<file path="src/rtl/gt_sort_if.sv">
//==============================================================================
// Module   : gt_sort_if
// Brief    : Producer/consumer valid-ready bundle for the frame sorter.
// Revision : 1.0 - initial release
//==============================================================================
`default_nettype none

interface gt_sort_if #(
    parameter int N     = 8,
    parameter int DEPTH = 8
);
    localparam int CW = $clog2(DEPTH + 1);

    logic          in_valid;
    logic          in_ready;
    logic [N-1:0]  in_data;
    logic          in_last;
    logic          out_valid;
    logic          out_ready;
    logic [N-1:0]  out_data;
    logic          out_last;
    logic          busy;
    logic [CW-1:0] count;

    // Environment side: drives the input stream and consumes the sorted stream.
    modport master (
        output in_valid, in_data, in_last, out_ready,
        input  in_ready, out_valid, out_data, out_last, busy, count
    );

    // Sorter side.
    modport slave (
        input  in_valid, in_data, in_last, out_ready,
        output in_ready, out_valid, out_data, out_last, busy, count
    );
endinterface

`default_nettype wire

</file>
<file path="src/rtl/gt_sort_sequencer.sv">
//==============================================================================
// Module   : gt_sort_sequencer
// Brief    : Loads a frame, bubble-sorts it ascending with one shared a>b
//            compare per cycle, then streams it out. Optional early exit on a
//            swap-free pass is enabled by defining SORT_EARLY_EXIT_EN.
// Revision : 1.0 - initial release
//==============================================================================
`default_nettype none

module gt_sort_sequencer #(
    parameter int N     = 8,
    parameter int DEPTH = 8
) (
    input  logic        clk,
    input  logic        rst_n,
    gt_sort_if.slave    bus
);
    localparam int CW = $clog2(DEPTH + 1);
    localparam int IW = $clog2(DEPTH);

    typedef enum logic [1:0] {
        ST_IDLE  = 2'd0,
        ST_LOAD  = 2'd1,
        ST_SORT  = 2'd2,
        ST_DRAIN = 2'd3
    } state_t;

    state_t        state_q, state_d;
    logic [N-1:0]  mem_q [DEPTH];
    logic [N-1:0]  mem_d [DEPTH];
    logic [CW-1:0] count_q, count_d;
    // Compare index during SORT, read index during DRAIN.
    logic [IW-1:0] idx_q, idx_d;
    logic [IW-1:0] pass_q, pass_d;
`ifdef SORT_EARLY_EXIT_EN
    logic          swapped_q, swapped_d;
`endif

    logic [IW-1:0] w_idx_p1;
    logic [CW-1:0] w_idx_ext;
    logic [CW-1:0] w_pass_ext;
    logic [CW-1:0] w_count_p1;
    logic [CW-1:0] w_count_m1;
    logic [CW-1:0] w_count_m2;
    logic [N-1:0]  w_lo;
    logic [N-1:0]  w_hi;
    logic          w_gt;
    logic          w_end_pass;
    logic          w_sort_done;
    logic          w_frame_end;
    logic          w_rd_last;

    assign w_idx_p1   = idx_q + IW'(1);
    assign w_idx_ext  = CW'(idx_q);
    assign w_pass_ext = CW'(pass_q);
    assign w_count_p1 = count_q + CW'(1);
    assign w_count_m1 = count_q - CW'(1);
    assign w_count_m2 = count_q - CW'(2);
    assign w_lo       = mem_q[idx_q];
    assign w_hi       = mem_q[w_idx_p1];
    assign w_gt       = (w_lo > w_hi);
    assign w_end_pass = (w_idx_ext == w_count_m2);
    assign w_rd_last  = (w_idx_ext == w_count_m1);
    assign w_frame_end = bus.in_last || (w_count_p1 == CW'(DEPTH));

`ifdef SORT_EARLY_EXIT_EN
    // A pass that moved nothing proves the frame is already ordered.
    assign w_sort_done = (w_pass_ext == w_count_m2) || !(swapped_q || w_gt);
`else
    assign w_sort_done = (w_pass_ext == w_count_m2);
`endif

    always_comb begin
        state_d   = state_q;
        mem_d     = mem_q;
        count_d   = count_q;
        idx_d     = idx_q;
        pass_d    = pass_q;
`ifdef SORT_EARLY_EXIT_EN
        swapped_d = swapped_q;
`endif
        unique case (state_q)
            ST_IDLE: begin
                state_d = ST_LOAD;
            end
            ST_LOAD: begin
                if (bus.in_valid) begin
                    mem_d[count_q[IW-1:0]] = bus.in_data;
                    count_d = w_count_p1;
                    idx_d   = '0;
                    pass_d  = '0;
`ifdef SORT_EARLY_EXIT_EN
                    swapped_d = 1'b0;
`endif
                    if (w_frame_end) begin
                        state_d = (w_count_p1 == CW'(1)) ? ST_DRAIN : ST_SORT;
                    end
                end
            end
            ST_SORT: begin
                if (w_gt) begin
                    mem_d[idx_q]    = w_hi;
                    mem_d[w_idx_p1] = w_lo;
                end
`ifdef SORT_EARLY_EXIT_EN
                swapped_d = swapped_q | w_gt;
`endif
                if (w_end_pass) begin
                    idx_d  = '0;
                    pass_d = pass_q + IW'(1);
`ifdef SORT_EARLY_EXIT_EN
                    swapped_d = 1'b0;
`endif
                    if (w_sort_done) begin
                        pass_d  = '0;
                        state_d = ST_DRAIN;
                    end
                end else begin
                    idx_d = w_idx_p1;
                end
            end
            ST_DRAIN: begin
                if (bus.out_ready) begin
                    if (w_rd_last) begin
                        idx_d   = '0;
                        count_d = '0;
                        state_d = ST_LOAD;
                    end else begin
                        idx_d = w_idx_p1;
                    end
                end
            end
            default: begin
                state_d = ST_IDLE;
            end
        endcase
    end

    always_ff @(posedge clk or negedge rst_n) begin
        if (!rst_n) begin
            state_q <= ST_IDLE;
            count_q <= '0;
            idx_q   <= '0;
            pass_q  <= '0;
            for (int k = 0; k < DEPTH; k++) begin
                mem_q[k] <= '0;
            end
        end else begin
            state_q <= state_d;
            count_q <= count_d;
            idx_q   <= idx_d;
            pass_q  <= pass_d;
            mem_q   <= mem_d;
        end
    end

`ifdef SORT_EARLY_EXIT_EN
    always_ff @(posedge clk or negedge rst_n) begin
        if (!rst_n) begin
            swapped_q <= 1'b0;
        end else begin
            swapped_q <= swapped_d;
        end
    end
`endif

    assign bus.in_ready  = (state_q == ST_LOAD);
    assign bus.out_valid = (state_q == ST_DRAIN);
    assign bus.out_data  = (state_q == ST_DRAIN) ? w_lo : '0;
    assign bus.out_last  = (state_q == ST_DRAIN) && w_rd_last;
    assign bus.busy      = (state_q == ST_SORT) || (state_q == ST_DRAIN);
    assign bus.count     = count_q;

endmodule

`default_nettype wire

</file>
<file path="src/flat_wrapper.sv">
// flat-port wrapper written by rule: the top's interface ports become plain ports
module gt_sort_sequencer_flat 
#(
    parameter int N     = 8,
    parameter int DEPTH = 8
)
  (clk, rst_n, bus_in_valid, bus_in_data, bus_in_last, bus_out_ready, bus_in_ready, bus_out_valid, bus_out_data, bus_out_last, bus_busy, bus_count);
  gt_sort_if #(.N(N), .DEPTH(DEPTH)) bus_i ();
  input  logic clk;
  input  logic rst_n;
  input wire logic [$bits(bus_i.in_valid)-1:0] bus_in_valid;
  input wire logic [$bits(bus_i.in_data)-1:0] bus_in_data;
  input wire logic [$bits(bus_i.in_last)-1:0] bus_in_last;
  input wire logic [$bits(bus_i.out_ready)-1:0] bus_out_ready;
  output wire logic [$bits(bus_i.in_ready)-1:0] bus_in_ready;
  output wire logic [$bits(bus_i.out_valid)-1:0] bus_out_valid;
  output wire logic [$bits(bus_i.out_data)-1:0] bus_out_data;
  output wire logic [$bits(bus_i.out_last)-1:0] bus_out_last;
  output wire logic [$bits(bus_i.busy)-1:0] bus_busy;
  output wire logic [$bits(bus_i.count)-1:0] bus_count;
  assign bus_i.in_valid = bus_in_valid;
  assign bus_i.in_data = bus_in_data;
  assign bus_i.in_last = bus_in_last;
  assign bus_i.out_ready = bus_out_ready;
  assign bus_in_ready = bus_i.in_ready;
  assign bus_out_valid = bus_i.out_valid;
  assign bus_out_data = bus_i.out_data;
  assign bus_out_last = bus_i.out_last;
  assign bus_busy = bus_i.busy;
  assign bus_count = bus_i.count;
  gt_sort_sequencer #(.N(N), .DEPTH(DEPTH)) u_core (.clk(clk), .rst_n(rst_n), .bus(bus_i));
endmodule
</file>
<file path="config.mk">
export PLATFORM = sky130hd
export DESIGN_NAME = gt_sort_sequencer_flat
export DESIGN_NICKNAME = d
export VERILOG_FILES = /design/src/rtl/gt_sort_if.sv /design/src/rtl/gt_sort_sequencer.sv /design/src/flat_wrapper.sv
export SDC_FILE = /design/constraint.sdc
export NUM_CORES = 1
export LEC_CHECK = 0
export ABC_AREA = 1
export CORE_MARGIN = 2
export CORE_UTILIZATION = 35
export DETAILED_ROUTE_END_ITERATION = 16
export GPL_ROUTABILITY_DRIVEN = 0
export HOLD_SLACK_MARGIN = 0.02
export PLACE_DENSITY = 0.6
export SLEW_MARGIN = 40
export SYNTH_ARGS = -nofsm -noshare
export SYNTH_HDL_FRONTEND = slang
export SYNTH_SLANG_ARGS = --single-unit
</file>
<file path="constraint.sdc">
create_clock -name clk -period 4 [get_ports clk]
set_clock_uncertainty 0.2 [all_clocks]
set_input_delay 1 -clock clk [delete_from_list [all_inputs] [get_ports clk]]
set_output_delay 1 -clock clk [all_outputs]
set_load 0.005 [all_outputs]
</file>
==> results of run 1 <==
[through the flow]
step                      util [%]  hold WS [ns]  setup WS [ns]  area [um^2]  cells
final                         40.2         0.308          0.227         8060   1609
after global placement        38.8         0.288          0.639         7770   1593
after detailed placement      38.8         0.292          0.558         7770   1593
after floorplan                  -         0.271          0.956         7090   1302
after CTS                     40.2         0.310          0.240         8060   1609
after global routing          40.2         0.332         0.0463         8060   1609
[power groups by stage]
stage               Clock [W]  Sequential [W]  Combinational, W
finish               0.000818         0.00135           0.00404
CTS                  0.000823         0.00135           0.00396
floorplan                   0         0.00122           0.00266
global route         0.000872         0.00139           0.00442
detailed placement          0         0.00135           0.00394
global placement            0         0.00135           0.00393
[routing by layer]
| metal | share of wire [%] | track usage, % |
|---|---|---|
| met1 | 42 | 36.2 |
| met2 | 43 | 40.2 |
| met3 | 9.8 | 4.63 |
| met4 | 5.2 | 12.5 |
| met5 | 0 | 0 |
[worst max-delay path: stages, from the launching register on]
cell and delay, ns:
dfrtp_2 0.53, inv_2 0.11, buf_12 0.27, nand2_1 0.08
nand2_1 0.10, nand2_1 0.08, nand2_1 0.07, nand2_1 0.06
nand2_2 0.08, inv_1 0.11, nor2_1 0.12, clkdlybuf4s50_1 0.55
[cell usage after synthesis (all sizes together) (4+ instances only)]
library cell / n / area (um^2)
xnor2: 4 / 35.0
nand2: 976 / 3730
nand3: 22 / 135
clkbuf: 7 / 26.3
a31oi: 8 / 68.8
ha: 21 / 263
nor2: 47 / 254
o21ai: 10 / 50.1
xor2: 6 / 52.6
buf: 33 / 199
clkinv: 4 / 15.0
a21oi: 13 / 65.1
dfrtp: 76 / 1900
inv: 68 / 255
[registers in the layout, indices dropped and copies added (netlist names)]
signal            flops
u_core.pass_q         3
u_core.mem_q         64
u_core.state_q        2
u_core.idx_q          3
u_core.bus.count      4
[worst max path at each step]
stage / startpoint / endpoint / slack (ns) / depth (start not counted)
5_1_grt: u_core.idx_q[0]$_DFFE_PN0P_ / bus_out_data[0] / 0.05 / 11
4_1_cts: u_core.bus.count[1]$_DFFE_PN0P_ / bus_out_last / 0.24 / 8
3_3_place_gp: u_core.idx_q[0]$_DFFE_PN0P_ / u_core.mem_q[44]$_DFFE_PN0P_ / 0.64 / 18
3_5_place_dp: u_core.idx_q[0]$_DFFE_PN0P_ / u_core.mem_q[24]$_DFFE_PN0P_ / 0.56 / 18
2_1_floorplan: u_core.idx_q[0]$_DFFE_PN0P_ / u_core.mem_q[24]$_DFFE_PN0P_ / 0.96 / 20
6_report: u_core.idx_q[0]$_DFFE_PN0P_ / bus_out_data[0] / 0.23 / 11
[placed cells by master (no fill, tap or decap), drive strengths merged]
| master | n |
|---|---|
| nor2 | 47 |
| inv | 68 |
| buf | 34 |
| clkinv | 7 |
| ha | 21 |
| nand2 | 976 |
| xnor2 | 4 |
| o21ai | 10 |
| or2 | 2 |
| nand4 | 3 |
| clkinvlp | 1 |
| nand3 | 22 |
| o22ai | 1 |
| dfrtp | 76 |
| clkdlybuf4s50 | 27 |
| a21oi | 13 |
| a21o | 1 |
| clkbuf | 12 |
| a31oi | 8 |
| xor2 | 6 |
[cells by family (layout without fill, tap and decap cells)]
family                   Yosys count  after routing
AND/OR/NAND/NOR                 1050           1050
buffers and inverters            112            149
XOR/XNOR                          10             10
AO/OA/AOI/OAI                     33             33
flip-flops                        76             76
adder cells (fa/ha/maj)           21             21
[layout make-up]
class                      count  share of cell area [%]
sequential                    76                    23.6
tap                          270                    4.19
clock buffer                  12                    3.31
clock inverter                 4                   0.279
timing repair buffer          61                    6.98
multi-input combinational   1114                    58.3
inverter                      72                    3.35
==> results.yml, run 1 <==
run_status:
  status: "completed"
route:
  drt-total-wl_um: 27500
  wl_per_cell_um: 17.1
  post_drt_via_cell_ratio: 5.01
  drt_iter0_drc: 922
  vias: 8064
  ant_nets: 0
  drt_first_pass_iters: 5
  detail_route.drc_violations: 0
cells_and_area:
  multi_input_area_um2: 4700
  nets: 1368
  drive_above_1_share_pct: 8.07
  area_growth_pct: 13.7
  seq_area_um2: 1900
  fillers: 2283
  insertedDiodeCount: 0
worst_hold_path:
  holdCritStartpoint: "u_core.mem_q[32]$_DFFE_PN0P_"
  hold_path_depth: 2
  hp-class: "flip-flop to flip-flop"
  whs_endpoint: "u_core.mem_q[32]$_DFFE_PN0P_"
clock_tree:
  ctsHoldBuffers: 0
  cts_max_path_buffers: 2
  cts_made_buffers: 9
  clk_pin_slew_worst_paths_ns: 0.06
  ctsHtreeMaxLevel: 3
  post_cts_buffers: 0
  postCtsResizedCells: 0
  insertion_delay_ns: 0.36
  cts_tree: "yes"
  clock_sinks: 76
  root_buffer: "clkbuf_16"
yosys:
  synth_ff_type: "dfrtp_1"
  ys_types: 29
  synthCells: 1302
  synthSimpleGateAreaFrac_pct: 58.5
  avgSynthCellArea_um2: 5.45
  yosysWarnings: 0
  async_flop_share_pct: 100
  post_synth_xor_area_fraction_pct: 1.23
  syn_area_um2: 7090
  seq_area_frac_synth_pct: 26.8
  synth_top_family_by_area: "simple AND/OR/NAND/NOR gates"
  synth_fa_ha_area_share_pct: 3.70
  synth_edf_count: 0
  muxShareOfSynthArea_pct: 0
  synthesis.nets: 1336
  synth-compound-area-share_pct: 2.79
  synth_seq_cells: 76
power:
  cellLeakagePower_nw: 4.80
  clockPowerShare_pct: 13.2
  switchingPower_w: 0.00355
  total_power_w: 0.00621
  power_density_nw_per_um2: 770
  p_seq_share_pct: 21.7
  ir_worst_vdd_v: 0.000620
  power_frac_comb_pct: 65.1
  swShare_pct: 57.2
  internal_power_w: 0.00266
die:
  start_util_pct: 35.4
  die_h_um: 146
  io_pins: 29
  row_count: 52
  dieArea_um2: 21400
  die_x_um: 146
  core_area_um2: 20000
timing:
  tightest_slew_ns: 0.895
  period_share_pct: 94.3
  rsz0062_at_grt: "false"
  maxSlewViolCount: 0
  setup-tns-final_ns: 0
  final-hold-violation-count: 0
  setup_violations: 0
  timing.fmax_ghz: 0.265
  slew_headroom_pct: 40.1
  fin_crit_ns: 3.77
global_routing:
  antenna_found_initial: 0
  grt_pass1_wl_um: 42800
  grt_usage_pct: 26.3
  grt_remaining_overflow: 0
  grt_pass1_vias: 7450
  grt_max_degree: 92
place:
  dp_hpwl_um: 19700
  port_buffers: 28
job:
  max-cap-violations: 0
critical_path:
  crit_type: "flip-flop to primary output"
  required_ns: 2.80
  cp-end-kind: "primary output"
  reg2reg_to: "u_core.mem_q[31]$_DFFE_PN0P_"
  cp.arrival_ns: 2.57
  start_kind: "flip-flop"
  r2r_slack_ns: 0.48
  crit-reg2reg-launch: "u_core.idx_q[0]$_DFFE_PN0P_"
  crit_fanout: 72
  worstRegToRegCells: 18
No activity file was read; power rests on OpenSTA's default activity.
==> run 2, diff against run 1 <==
--- a/config.mk
+++ b/config.mk
@@ -6,12 +6,12 @@
 export NUM_CORES = 1
 export LEC_CHECK = 0
 export ABC_AREA = 1
+export CAP_MARGIN = 0
 export CORE_MARGIN = 2
-export CORE_UTILIZATION = 35
+export CORE_UTILIZATION = 55
 export DETAILED_ROUTE_END_ITERATION = 16
 export GPL_ROUTABILITY_DRIVEN = 0
-export HOLD_SLACK_MARGIN = 0.02
-export PLACE_DENSITY = 0.6
+export PLACE_DENSITY = 0.82
 export SLEW_MARGIN = 40
 export SYNTH_ARGS = -nofsm -noshare
 export SYNTH_HDL_FRONTEND = slang
==> run 2 against run 1 <==
  * Via count up 0.99%
  * Final cell count fell by 6.3%
  * Critical path depth is the same
  * Clock power increased by 25%
  * Critical path type unchanged
  * Highest routed layer unchanged
==> results.yml, run 2 (same netlist as run 1, synthesis figures left out) <==
critical_path:
  start_kind: "flip-flop"
  cp-end-kind: "primary output"
  crit_path_end: "bus_out_data[0]"
  reg2reg_to: "u_core.mem_q[45]$_DFFE_PN0P_"
  r2r_slack_ns: 0.44
  critPathLaunch: "u_core.idx_q[0]$_DFFE_PN0P_"
  crit_fanout: 33
  worstRegToRegCells: 19
  cp.arrival_ns: 2.70
  crit_type: "flip-flop to primary output"
  required_ns: 2.80
  crit-reg2reg-launch: "u_core.idx_q[0]$_DFFE_PN0P_"
global_routing:
  grt_remaining_overflow: 0
  grt_usage_pct: 35.4
  antenna_found_initial: 0
  grt_pass1_vias: 7284
  grt_max_degree: 77
  grt_pass1_wl_um: 38500
timing:
  fin_crit_ns: 3.90
  tightest_slew_ns: 0.749
  maxSlewViolCount: 0
  slew_headroom_pct: 50.1
  final-hold-violation-count: 0
  timing.fmax_ghz: 0.257
  setup_violations: 0
  setup-tns-final_ns: 0
  period_share_pct: 97.4
  rsz0062_at_grt: "false"
clock_tree:
  cts_tree: "yes"
  cts_max_path_buffers: 2
  post_cts_buffers: 0
  clk_pin_slew_worst_paths_ns: 0.07
  ctsHtreeMaxLevel: 3
  clock_sinks: 76
  postCtsResizedCells: 0
  ctsHoldBuffers: 0
  insertion_delay_ns: 0.36
  cts_made_buffers: 9
  root_buffer: "clkbuf_16"
die:
  start_util_pct: 56.2
  die_x_um: 118
  io_pins: 29
  die_h_um: 118
  dieArea_um2: 13800
  row_count: 41
  core_area_um2: 12600
cells_and_area:
  insertedDiodeCount: 0
  nets: 1365
  drive_above_1_share_pct: 7.93
  largest_reg_flops: 64
  final_cell_mix: "954 x nand2_1, 75 x dfrtp_1, 59 x inv_1"
  final_core_util_pct: 63.4
  final_common_cell: "nand2_1"
  largest_register: "u_core.mem_q"
  area_growth_pct: 12.8
route:
  ant_nets: 0
  wl_per_cell_um: 15.7
  vias: 8144
  detail_route.drc_violations: 0
  drt_iter0_drc: 914
  drt_first_pass_iters: 6
  post_drt_via_cell_ratio: 5.40
  drt-total-wl_um: 23700
job:
  max-cap-violations: 0
run_status:
  status: "completed"
worst_hold_path:
  hp-class: "flip-flop to flip-flop"
power:
  total_power_w: 0.00625
  power_density_nw_per_um2: 781
  ir_worst_vdd_v: 0.000668
  cellLeakagePower_nw: 4.82
place:
  port_buffers: 28
  dp_hpwl_um: 16200
-- run 2: per-stage QoR --
step           cells  hold slack, ns  setup WS (ns)  cell area, um^2
2_1_floorplan   1302           0.271          0.956             7090
3_3_place_gp    1491           0.290          0.565             7610
3_5_place_dp    1492           0.289          0.575             7630
4_1_cts         1508           0.304          0.168             8010
5_1_grt         1508           0.328        0.00372             8010
6_report        1508           0.302          0.103             8010
-- run 2: worst min path at each step --
| stage | cells past startpoint | end | from | slack, ns |
|---|---|---|---|---|
| after CTS | 2 | u_core.mem_q[3]$_DFFE_PN0P_ | u_core.mem_q[3]$_DFFE_PN0P_ | 0.30 |
| after global placement | 2 | u_core.mem_q[54]$_DFFE_PN0P_ | u_core.mem_q[54]$_DFFE_PN0P_ | 0.29 |
| after global routing | 2 | u_core.mem_q[46]$_DFFE_PN0P_ | u_core.mem_q[46]$_DFFE_PN0P_ | 0.33 |
| final | 2 | u_core.mem_q[54]$_DFFE_PN0P_ | u_core.mem_q[54]$_DFFE_PN0P_ | 0.30 |
| after detailed placement | 2 | u_core.mem_q[3]$_DFFE_PN0P_ | u_core.mem_q[3]$_DFFE_PN0P_ | 0.29 |
| after floorplan | 2 | u_core.mem_q[0]$_DFFE_PN0P_ | u_core.mem_q[0]$_DFFE_PN0P_ | 0.27 |
-- run 2: routing by layer --
metal  wire, um  GRT usage [%]  vias to the layer above
met1       9230           47.7                     3571
met5          0              0                        -
li1           -              -                     3961
met4       1490           21.9                        0
met2       9870           51.1                      503
met3       3100           8.58                      109
-- run 2: layout make-up --
class,count,area [um^2]
Fill cell,1199,4610
Clock inverter,3,90.1
Clock buffer,13,280
Tap cell,172,215
Multi-Input combinational cell,1114,4700
Timing Repair Buffer,58,544
Sequential cell,76,1900
Inverter,72,270
-- run 2: critical path: stages (launching register included) --
cell             delay [ns]
dfrtp_2                0.50
inv_2                  0.28
buf_12                 0.23
nand2_1                0.06
nand2_1                0.06
nand2_1                0.05
nand2_1                0.07
nand2_1                0.05
nand2_2                0.21
inv_1                  0.10
nor2_1                 0.18
clkdlybuf4s50_1        0.54
-- run 2: power breakdown --
group	internal, W	switching (W)	leakage, nW
Combinational	0.00114	0.00275	3.61
Clock	0.000678	0.000338	0.182
Sequential	0.00104	0.000307	1.04
Total	0.00286	0.00340	4.82
